--- src/rtl/axi_lite_arb2_if.sv ---
// AXI4-Lite channel bundle shared by the arbiter's master and slave sides.
// master/slave: full AR/R/AW/W/B channels; rd_master/rd_slave: AR/R only.
interface axi_lite_arb2_if #(
  parameter int AWIDTH = 32,
  parameter int DWIDTH = 64,
  parameter int DSIZE  = 8
);
  logic [AWIDTH-1:0] araddr;
  logic              arvalid;
  logic              arready;
  logic [DWIDTH-1:0] rdata;
  logic [1:0]        rresp;
  logic              rvalid;
  logic              rready;
  logic [AWIDTH-1:0] awaddr;
  logic              awvalid;
  logic              awready;
  logic [DWIDTH-1:0] wdata;
  logic [DSIZE-1:0]  wstrb;
  logic              wvalid;
  logic              wready;
  logic [1:0]        bresp;
  logic              bvalid;
  logic              bready;

  modport master (
    output araddr, arvalid, input arready,
    input rdata, rresp, rvalid, output rready,
    output awaddr, awvalid, input awready,
    output wdata, wstrb, wvalid, input wready,
    input bresp, bvalid, output bready
  );

  modport slave (
    input araddr, arvalid, output arready,
    output rdata, rresp, rvalid, input rready,
    input awaddr, awvalid, output awready,
    input wdata, wstrb, wvalid, output wready,
    output bresp, bvalid, input bready
  );

  modport rd_master (
    output araddr, arvalid, input arready,
    input rdata, rresp, rvalid, output rready
  );

  modport rd_slave (
    input araddr, arvalid, output arready,
    output rdata, rresp, rvalid, input rready
  );
endinterface

--- src/rtl/axi_lite_arb2.sv ---
// 2-master/1-slave AXI4-Lite arbiter, one transaction in flight.
// Ports: clk, resetn (sync, active-low), m0 (read-only), m1 (rd/wr), s (slave).
module axi_lite_arb2 #(
  parameter int AWIDTH = 32,
  parameter int DWIDTH = 64,
  parameter int DSIZE  = 8
) (
  input  logic             clk,
  input  logic             resetn,
  axi_lite_arb2_if.rd_slave m0,
  axi_lite_arb2_if.slave    m1,
  axi_lite_arb2_if.master   s
);

  localparam logic [2:0] IDLE  = 3'd0;
  localparam logic [2:0] RADDR = 3'd1;
  localparam logic [2:0] RDATA = 3'd2;
  localparam logic [2:0] WXFER = 3'd3;
  localparam logic [2:0] WRESP = 3'd4;

  logic [2:0] state;
  logic       owner;
  logic       last_rd;
  logic       aw_done;
  logic       w_done;

  logic [AWIDTH-1:0] ar_addr;
  logic [DWIDTH-1:0] r_data;
  logic [DSIZE-1:0]  w_strb;

  logic aw_hs;
  logic w_hs;

  assign ar_addr = owner ? m1.araddr : m0.araddr;
  assign r_data  = s.rdata;
  assign w_strb  = m1.wstrb;

  assign aw_hs = s.awvalid & s.awready;
  assign w_hs  = s.wvalid & s.wready;

  always_comb begin
    m0.arready = 1'b0;
    m0.rvalid  = 1'b0;
    m0.rdata   = r_data;
    m0.rresp   = s.rresp;
    m1.arready = 1'b0;
    m1.rvalid  = 1'b0;
    m1.rdata   = r_data;
    m1.rresp   = s.rresp;
    m1.awready = 1'b0;
    m1.wready  = 1'b0;
    m1.bvalid  = 1'b0;
    m1.bresp   = s.bresp;
    s.araddr   = ar_addr;
    s.arvalid  = 1'b0;
    s.rready   = 1'b0;
    s.awaddr   = m1.awaddr;
    s.awvalid  = 1'b0;
    s.wdata    = m1.wdata;
    s.wstrb    = w_strb;
    s.wvalid   = 1'b0;
    s.bready   = 1'b0;
    case (state)
      RADDR: begin
        s.arvalid  = owner ? m1.arvalid : m0.arvalid;
        m0.arready = ~owner & s.arready;
        m1.arready = owner & s.arready;
      end
      RDATA: begin
        s.rready  = owner ? m1.rready : m0.rready;
        m0.rvalid = ~owner & s.rvalid;
        m1.rvalid = owner & s.rvalid;
      end
      WXFER: begin
        // A channel that already handshook is masked off both ways.
        s.awvalid  = m1.awvalid & ~aw_done;
        m1.awready = s.awready & ~aw_done;
        s.wvalid   = m1.wvalid & ~w_done;
        m1.wready  = s.wready & ~w_done;
      end
      WRESP: begin
        m1.bvalid = s.bvalid;
        s.bready  = m1.bready;
      end
      default: ;
    endcase
  end

  always_ff @(posedge clk) begin
    if (!resetn) begin
      state   <= IDLE;
      owner   <= 1'b0;
      last_rd <= 1'b1;
      aw_done <= 1'b0;
      w_done  <= 1'b0;
    end else begin
      case (state)
        IDLE: begin
          // Writes win; reads alternate away from the last reader.
          if (m1.awvalid) begin
            owner <= 1'b1;
            state <= WXFER;
          end else if (m0.arvalid && m1.arvalid) begin
            owner <= ~last_rd;
            state <= RADDR;
          end else if (m0.arvalid) begin
            owner <= 1'b0;
            state <= RADDR;
          end else if (m1.arvalid) begin
            owner <= 1'b1;
            state <= RADDR;
          end
        end
        RADDR: begin
          if (s.arvalid && s.arready)
            state <= RDATA;
        end
        RDATA: begin
          if (s.rvalid && s.rready) begin
            last_rd <= owner;
            state   <= IDLE;
          end
        end
        WXFER: begin
          if ((aw_done || aw_hs) && (w_done || w_hs)) begin
            aw_done <= 1'b0;
            w_done  <= 1'b0;
            state   <= WRESP;
          end else begin
            if (aw_hs) aw_done <= 1'b1;
            if (w_hs)  w_done  <= 1'b1;
          end
        end
        WRESP: begin
          if (s.bvalid && s.bready)
            state <= IDLE;
        end
        default: state <= IDLE;
      endcase
    end
  end

endmodule

--- src/flat_wrapper.sv ---
// flat-port wrapper written by rule: the top's interface ports become plain ports
module axi_lite_arb2_flat 
#(
  parameter int AWIDTH = 32,
  parameter int DWIDTH = 64,
  parameter int DSIZE  = 8
)
  (clk, resetn, m0_araddr, m0_arvalid, m0_arready, m0_rdata, m0_rresp, m0_rvalid, m0_rready, m1_araddr, m1_arvalid, m1_arready, m1_rdata, m1_rresp, m1_rvalid, m1_rready, m1_awaddr, m1_awvalid, m1_awready, m1_wdata, m1_wstrb, m1_wvalid, m1_wready, m1_bresp, m1_bvalid, m1_bready, s_araddr, s_arvalid, s_arready, s_rdata, s_rresp, s_rvalid, s_rready, s_awaddr, s_awvalid, s_awready, s_wdata, s_wstrb, s_wvalid, s_wready, s_bresp, s_bvalid, s_bready);
  axi_lite_arb2_if #(.AWIDTH(AWIDTH), .DWIDTH(DWIDTH), .DSIZE(DSIZE)) m0_i ();
  axi_lite_arb2_if #(.AWIDTH(AWIDTH), .DWIDTH(DWIDTH), .DSIZE(DSIZE)) m1_i ();
  axi_lite_arb2_if #(.AWIDTH(AWIDTH), .DWIDTH(DWIDTH), .DSIZE(DSIZE)) s_i ();
  input  logic clk;
  input  logic resetn;
  input wire logic [$bits(m0_i.araddr)-1:0] m0_araddr;
  input wire logic [$bits(m0_i.arvalid)-1:0] m0_arvalid;
  output wire logic [$bits(m0_i.arready)-1:0] m0_arready;
  output wire logic [$bits(m0_i.rdata)-1:0] m0_rdata;
  output wire logic [$bits(m0_i.rresp)-1:0] m0_rresp;
  output wire logic [$bits(m0_i.rvalid)-1:0] m0_rvalid;
  input wire logic [$bits(m0_i.rready)-1:0] m0_rready;
  input wire logic [$bits(m1_i.araddr)-1:0] m1_araddr;
  input wire logic [$bits(m1_i.arvalid)-1:0] m1_arvalid;
  output wire logic [$bits(m1_i.arready)-1:0] m1_arready;
  output wire logic [$bits(m1_i.rdata)-1:0] m1_rdata;
  output wire logic [$bits(m1_i.rresp)-1:0] m1_rresp;
  output wire logic [$bits(m1_i.rvalid)-1:0] m1_rvalid;
  input wire logic [$bits(m1_i.rready)-1:0] m1_rready;
  input wire logic [$bits(m1_i.awaddr)-1:0] m1_awaddr;
  input wire logic [$bits(m1_i.awvalid)-1:0] m1_awvalid;
  output wire logic [$bits(m1_i.awready)-1:0] m1_awready;
  input wire logic [$bits(m1_i.wdata)-1:0] m1_wdata;
  input wire logic [$bits(m1_i.wstrb)-1:0] m1_wstrb;
  input wire logic [$bits(m1_i.wvalid)-1:0] m1_wvalid;
  output wire logic [$bits(m1_i.wready)-1:0] m1_wready;
  output wire logic [$bits(m1_i.bresp)-1:0] m1_bresp;
  output wire logic [$bits(m1_i.bvalid)-1:0] m1_bvalid;
  input wire logic [$bits(m1_i.bready)-1:0] m1_bready;
  output wire logic [$bits(s_i.araddr)-1:0] s_araddr;
  output wire logic [$bits(s_i.arvalid)-1:0] s_arvalid;
  input wire logic [$bits(s_i.arready)-1:0] s_arready;
  input wire logic [$bits(s_i.rdata)-1:0] s_rdata;
  input wire logic [$bits(s_i.rresp)-1:0] s_rresp;
  input wire logic [$bits(s_i.rvalid)-1:0] s_rvalid;
  output wire logic [$bits(s_i.rready)-1:0] s_rready;
  output wire logic [$bits(s_i.awaddr)-1:0] s_awaddr;
  output wire logic [$bits(s_i.awvalid)-1:0] s_awvalid;
  input wire logic [$bits(s_i.awready)-1:0] s_awready;
  output wire logic [$bits(s_i.wdata)-1:0] s_wdata;
  output wire logic [$bits(s_i.wstrb)-1:0] s_wstrb;
  output wire logic [$bits(s_i.wvalid)-1:0] s_wvalid;
  input wire logic [$bits(s_i.wready)-1:0] s_wready;
  input wire logic [$bits(s_i.bresp)-1:0] s_bresp;
  input wire logic [$bits(s_i.bvalid)-1:0] s_bvalid;
  output wire logic [$bits(s_i.bready)-1:0] s_bready;
  assign m0_i.araddr = m0_araddr;
  assign m0_i.arvalid = m0_arvalid;
  assign m0_arready = m0_i.arready;
  assign m0_rdata = m0_i.rdata;
  assign m0_rresp = m0_i.rresp;
  assign m0_rvalid = m0_i.rvalid;
  assign m0_i.rready = m0_rready;
  assign m1_i.araddr = m1_araddr;
  assign m1_i.arvalid = m1_arvalid;
  assign m1_arready = m1_i.arready;
  assign m1_rdata = m1_i.rdata;
  assign m1_rresp = m1_i.rresp;
  assign m1_rvalid = m1_i.rvalid;
  assign m1_i.rready = m1_rready;
  assign m1_i.awaddr = m1_awaddr;
  assign m1_i.awvalid = m1_awvalid;
  assign m1_awready = m1_i.awready;
  assign m1_i.wdata = m1_wdata;
  assign m1_i.wstrb = m1_wstrb;
  assign m1_i.wvalid = m1_wvalid;
  assign m1_wready = m1_i.wready;
  assign m1_bresp = m1_i.bresp;
  assign m1_bvalid = m1_i.bvalid;
  assign m1_i.bready = m1_bready;
  assign s_araddr = s_i.araddr;
  assign s_arvalid = s_i.arvalid;
  assign s_i.arready = s_arready;
  assign s_i.rdata = s_rdata;
  assign s_i.rresp = s_rresp;
  assign s_i.rvalid = s_rvalid;
  assign s_rready = s_i.rready;
  assign s_awaddr = s_i.awaddr;
  assign s_awvalid = s_i.awvalid;
  assign s_i.awready = s_awready;
  assign s_wdata = s_i.wdata;
  assign s_wstrb = s_i.wstrb;
  assign s_wvalid = s_i.wvalid;
  assign s_i.wready = s_wready;
  assign s_i.bresp = s_bresp;
  assign s_i.bvalid = s_bvalid;
  assign s_bready = s_i.bready;
  axi_lite_arb2 #(.AWIDTH(AWIDTH), .DWIDTH(DWIDTH), .DSIZE(DSIZE)) u_core (.clk(clk), .resetn(resetn), .m0(m0_i), .m1(m1_i), .s(s_i));
endmodule
--- config.mk ---
export PLATFORM = sky130hd
export DESIGN_NAME = axi_lite_arb2_flat
export DESIGN_NICKNAME = d
export VERILOG_FILES = /design/src/rtl/axi_lite_arb2_if.sv /design/src/rtl/axi_lite_arb2.sv /design/src/flat_wrapper.sv
export SDC_FILE = /design/constraint.sdc
export NUM_CORES = 1
export LEC_CHECK = 0
export ABC_AREA = 0
export ABC_CLOCK_PERIOD_IN_PS = 2600
export CAP_MARGIN = 10
export CORE_AREA = 2 2 210 212
export CTS_BUF_LIST = sky130_fd_sc_hd__clkbuf_2 sky130_fd_sc_hd__clkbuf_4 sky130_fd_sc_hd__clkbuf_8
export DETAILED_ROUTE_END_ITERATION = 12
export DIE_AREA = 0 0 212 214
export GPL_TIMING_DRIVEN = 0
export HOLD_SLACK_MARGIN = 0.1
export SLEW_MARGIN = 30
export SYNTH_ARGS = -nofsm -noshare
export SYNTH_HDL_FRONTEND = slang
export SYNTH_SLANG_ARGS = --single-unit
export TNS_END_PERCENT = 100
--- constraint.sdc ---
create_clock -name clk -period 2.6 [get_ports clk]
set_input_delay 0.78 -clock clk [delete_from_list [all_inputs] [get_ports clk]]
set_output_delay 0.78 -clock clk [all_outputs]
set_load 0.1 [all_outputs]
# Word level (Yosys, flattened, before mapping)
# Cells that the tools add are included.
# op_classes
n_bitwise	14
muxes	32
reduce_logical	16
n_eq_ne	9
# op_table
op	n
$mux W32	1
$mux W3	8
$mux W1	22
$pmux W3 S5	1
$and A1 B1 Y1	10
$ne A2 B1 Y1 const B	4
$reduce_and A2 Y1	4
$eq A3 B2 Y1 const B	2
$logic_and A1 B1 Y1	5
$ne A5 B4 Y1 const B	1
$reduce_and A5 Y1	1
$not A1 Y1	4
$reduce_bool A2 Y1	2
$reduce_bool A4 Y1	1
$eq A3 B1 Y1 const B	1
$eq A3 B3 Y1 const B	1
$logic_not A3 Y1	1
$logic_or A1 B1 Y1	2
# word_totals
out_inout_bits	282
ff_bits	7
word_cells	76

# Depth between registers and ports, before layout
# logic_depth
depth_word	8
mapped_depth	4
ltp_nobuf	3

# Least setup slack after synthesis
# OpenSTA, ideal clock, no wires.
# synth_path
path_type	input-to-output
start	input s_arready
end	output m0_arready
path_slack_ps	-1142
arrival_time_ps	2962
required_time_ps	1820
cell_stages	1
path_cell_list	nor3b_1
# synth_between
elab_chain_len	2
# synth_lines
item	line	source
start, declared	flat_wrapper.sv:40	input wire logic [$bits(s_i.arready)-1:0] s_arready;
$and A1 B1 Y1	axi_lite_arb2.sv:66	m0.arready = ~owner & s.arready;
$mux W1	axi_lite_arb2.sv:63	case (state)
end, declared	flat_wrapper.sv:16	output wire logic [$bits(m0_i.arready)-1:0] m0_arready;
# No other way between the ends.

# Worst setup path after layout
# layout_path
start	input m1_rready
end	output s_rready
# layout_between
elab_chain_len	2
# layout_lines
item	line	source
start, declared	flat_wrapper.sv:27	input wire logic [$bits(m1_i.rready)-1:0] m1_rready;
$mux W1	axi_lite_arb2.sv:70	s.rready = owner ? m1.rready : m0.rready;
$mux W1	axi_lite_arb2.sv:63	
end, declared	flat_wrapper.sv:44	output wire logic [$bits(s_i.rready)-1:0] s_rready;
# No other way between the ends.

==> impl_metrics.py <==
metrics = {
    "critical_path": {
        "crit_required_ns": 1.82,
        "end_kind": "primary output",
        "worst_path_largest_cell_delay_ns": 0.43,
        "crit_path_top_delay_cell": "clkdlybuf4s50_1",
        "critical_path.top_delay_family": "buffers and inverters",
        "crit_end": "s_rready",
        "path_depth": 4,
        "path_max_fanout": 3,
        "critical_path_buf_inv_count": 2,
        "path_cells": "clkdlybuf4s50_1 -> mux2i_1 -> nor2_2 -> buf_6",
        "r2r_end": "u_core.state[1]$_SDFFE_PN0P_",
        "critPathArrivalTime_ns": 1.79,
        "startpoint_type": "input pin",
        "r2r_setup_slack_ns": 1.24,
        "reg2reg_depth": 3,
        "r2r_start": "u_core.owner$_SDFFE_PN0P_",
        "startpoint": "m1_rready",
        "crit_type": "in -> out",
    },
    "clocking": {
        "htree_levels": 1,
        "cts.hold.buffers_added": 0,
        "cts_tree": "built",
        "numCtsBuffers": 3,
        "clock_latency_ns": 0.22,
        "root_buffer": "clkbuf_8",
        "cts.clk_slew.worst_paths_ns": 0.04,
        "cts_max_path_buffers": 2,
        "cts_sinks": 7,
    },
    "cells_and_area": {
        "nFillCells": 4896,
        "areaGrowthSynthToFinish_pct": 152,
        "stdcell_count": 1296,
        "finish.utilization_pct": 15.8,
        "seq_area_sq_um": 140,
        "drive_gt1_share_pct": 47.7,
        "multi_input_area_sq_um": 778,
        "fin_nets": 958,
    },
    "placed_design": {
        "place_congestion": 0.913,
        "post-dp-hpwl_um": 15100,
        "placedCellCount": 1287,
        "io_buffers": 359,
        "dp_slack_ns": -0.945,
    },
    "floorplanning": {
        "num_io_pins": 532,
        "rows": 76,
        "fp.dieArea_sq_um": 45400,
        "initial_core_util_pct": 6.29,
        "chipHeight_um": 214,
        "die_w_um": 212,
        "core_sq_um": 42900,
    },
    "pwr": {
        "vdd.ir_drop.worst_v": 0.000227,
        "p_leak_uw": 0.00331,
        "total_power_uw": 3720,
        "power.density_nw_per_um2": 547,
    },
    "synth": {
        "avgSynthCellArea_sq_um": 7.87,
        "synth_compound_area_share_pct": 5.10,
        "synthFlopType": "dfxtp_1",
        "netlist_area_sq_um": 2700,
        "synth-seq-cells": 7,
        "synth_top_cell_by_area": "buf_4",
        "ys_top_cells_by_count": "241 x buf_4, 32 x mux2_2, 8 x nor2_1",
        "synthCells": 343,
        "synth_top_area_share_pct": 67.0,
        "synthMuxAreaShare_pct": 14.1,
        "synth_edf_count": 0,
        "ys_types": 30,
        "yosys.area_share.xor_xnor_pct": 0,
        "synth_fa_ha_area_share_pct": 0,
        "async_flop_share_pct": 0,
        "synth_warnings": 0,
        "synth.area.top_cells": "buf_4 67%, mux2_2 13%, dfxtp_1 5.2%",
        "seq_area_frac_synth_pct": 5.19,
        "synth_most_common_cell": "buf_4",
        "synth_top_family_by_area": "buffers and inverters",
        "synthSimpleGateAreaFrac_pct": 7.46,
        "syn_nets": 593,
    },
    "global_routing": {
        "antenna_found_initial": 7,
        "top_usage_layer": "met2",
        "grt_pass1_wl_um": 21300,
        "grt_util_met3_pct": 2.05,
        "grt_pass1_vias": 3430,
        "grt_util_met1_pct": 6.99,
        "grt_use_total_pct": 6.39,
        "met2_usage_pct": 11.6,
        "gr-total-overflow": 0,
        "grt_max_degree": 11,
    },
    "timing": {
        "hold_viol": 0,
        "setup_violations": 0,
        "max_freq_ghz": 0.389,
        "finalMaxSlewViolations": 0,
        "layout_setup_ws_ns": 0.0264,
        "slew_headroom_pct": 31.7,
        "fin_crit_sh_pct": 99.0,
        "period_needed_ns": 2.57,
        "rsz0062_at_grt": "true",
        "clock-skew-final_ns": 0.00112,
        "tightest_slew_ns": 1.03,
    },
    "flow_run": {
        "drv_cap": 0,
    },
    "routing": {
        "drtPass1Iterations": 4,
        "ant_nets": 0,
        "dr_total_vias": 3355,
        "drc": 0,
        "drt-total-wl_um": 16100,
        "viasPerCell": 2.59,
        "drtIter0Drc": 73,
        "wire_per_inst_um": 12.5,
    },
    "min_path": {
        "hold_path_startpoint": "u_core.last_rd$_SDFFE_PN1P_",
        "min_path_type": "reg -> reg",
    },
    "status": {
        "status": "completed",
    },
}
==> final cells by class <==
class	instances	area share, %
repair buffers	360	47.6
plain buffers	244	27.0
multi-input cells	88	11.5
well taps	585	10.8
flip-flops and latches	7	2.06
clock buffers	4	0.718
inverters	4	0.221
diodes	4	0.147
==> logic make-up (layout without fill, tap and decap cells) <==
| family | count (synthesis) | in the layout |
|---|---|---|
| AOI/OAI and AO/OA | 19 | 19 |
| buffers and inverters | 248 | 612 |
| DFF | 7 | 7 |
| muxes | 34 | 34 |
| other | 0 | 4 |
| and+or+nand+nor | 35 | 35 |
==> worst min path at each step <==
stage / to / slack (ns) / cells past startpoint
after global routing: u_core.last_rd$_SDFFE_PN1P_ / 0.58 / 2
after floorplan: u_core.last_rd$_SDFFE_PN1P_ / 0.46 / 2
after CTS: u_core.last_rd$_SDFFE_PN1P_ / 0.51 / 2
final: u_core.last_rd$_SDFFE_PN1P_ / 0.52 / 2
after detailed placement: u_core.last_rd$_SDFFE_PN1P_ / 0.50 / 2
after global placement: u_core.last_rd$_SDFFE_PN1P_ / 0.49 / 2
==> where the power goes <==
part,internal [uW],switching [uW]
Sequential,123,13.3
Combinational,819,2600
Clock,116,43.1
Total,1060,2660
==> routing by layer <==
metal  part of all wire (%)  vias to the layer above
met3                     12                       14
li1                       -                     1604
met2                     51                      257
met4                    1.8                        2
met5                  0.068                        -
met1                     36                     1478
==> metrics by stage <==
| step | hold WS, ns | instance area [sq um] | TNS (ns) |
|---|---|---|---|
| global placement | 0.491 | 7070 | -73.35 |
| global route | 0.579 | 6790 | -0.0433 |
| finish | 0.522 | 6790 | 0 |
| floorplan | 0.456 | 2740 | -0.981 |
| detailed placement | 0.504 | 7010 | -65.70 |
| CTS | 0.514 | 6740 | 0 |
==> placed cells by master, fill, tap and decap left out, types with 4 or more instances in the layout <==
master           Yosys  final
buf_6                0      7
diode_2              0      4
buf_4              241    263
inv_1                4      4
buf_2                3     13
o21ai_0              4      4
nor2_1               8      6
mux2_2              32     32
dfxtp_1              7      7
dlygate4sd2_1        0    237
clkdlybuf4s50_1      0     74
nand2_1              7      7
clkbuf_4             0      5
==> worst register-to-register path: stages (launching register included) <==
cell	delay, ns
dfxtp_1	0.42
mux2i_1	0.37
o221ai_1	0.16
a311oi_1	0.30
==> what timing repair did <==
item                       CTS  global route
setup buffers                1             0
pin swaps                    3             0
resized for setup          460            13
setup endpoints to repair  279            10
==> registers in the layout (all words and copies together) (netlist names) <==
signal and cells:
u_core.last_rd 1, u_core.aw_done 1, u_core.w_done 1, u_core.owner 1, u_core.state 3
Power figures use the tool's default switching activity.
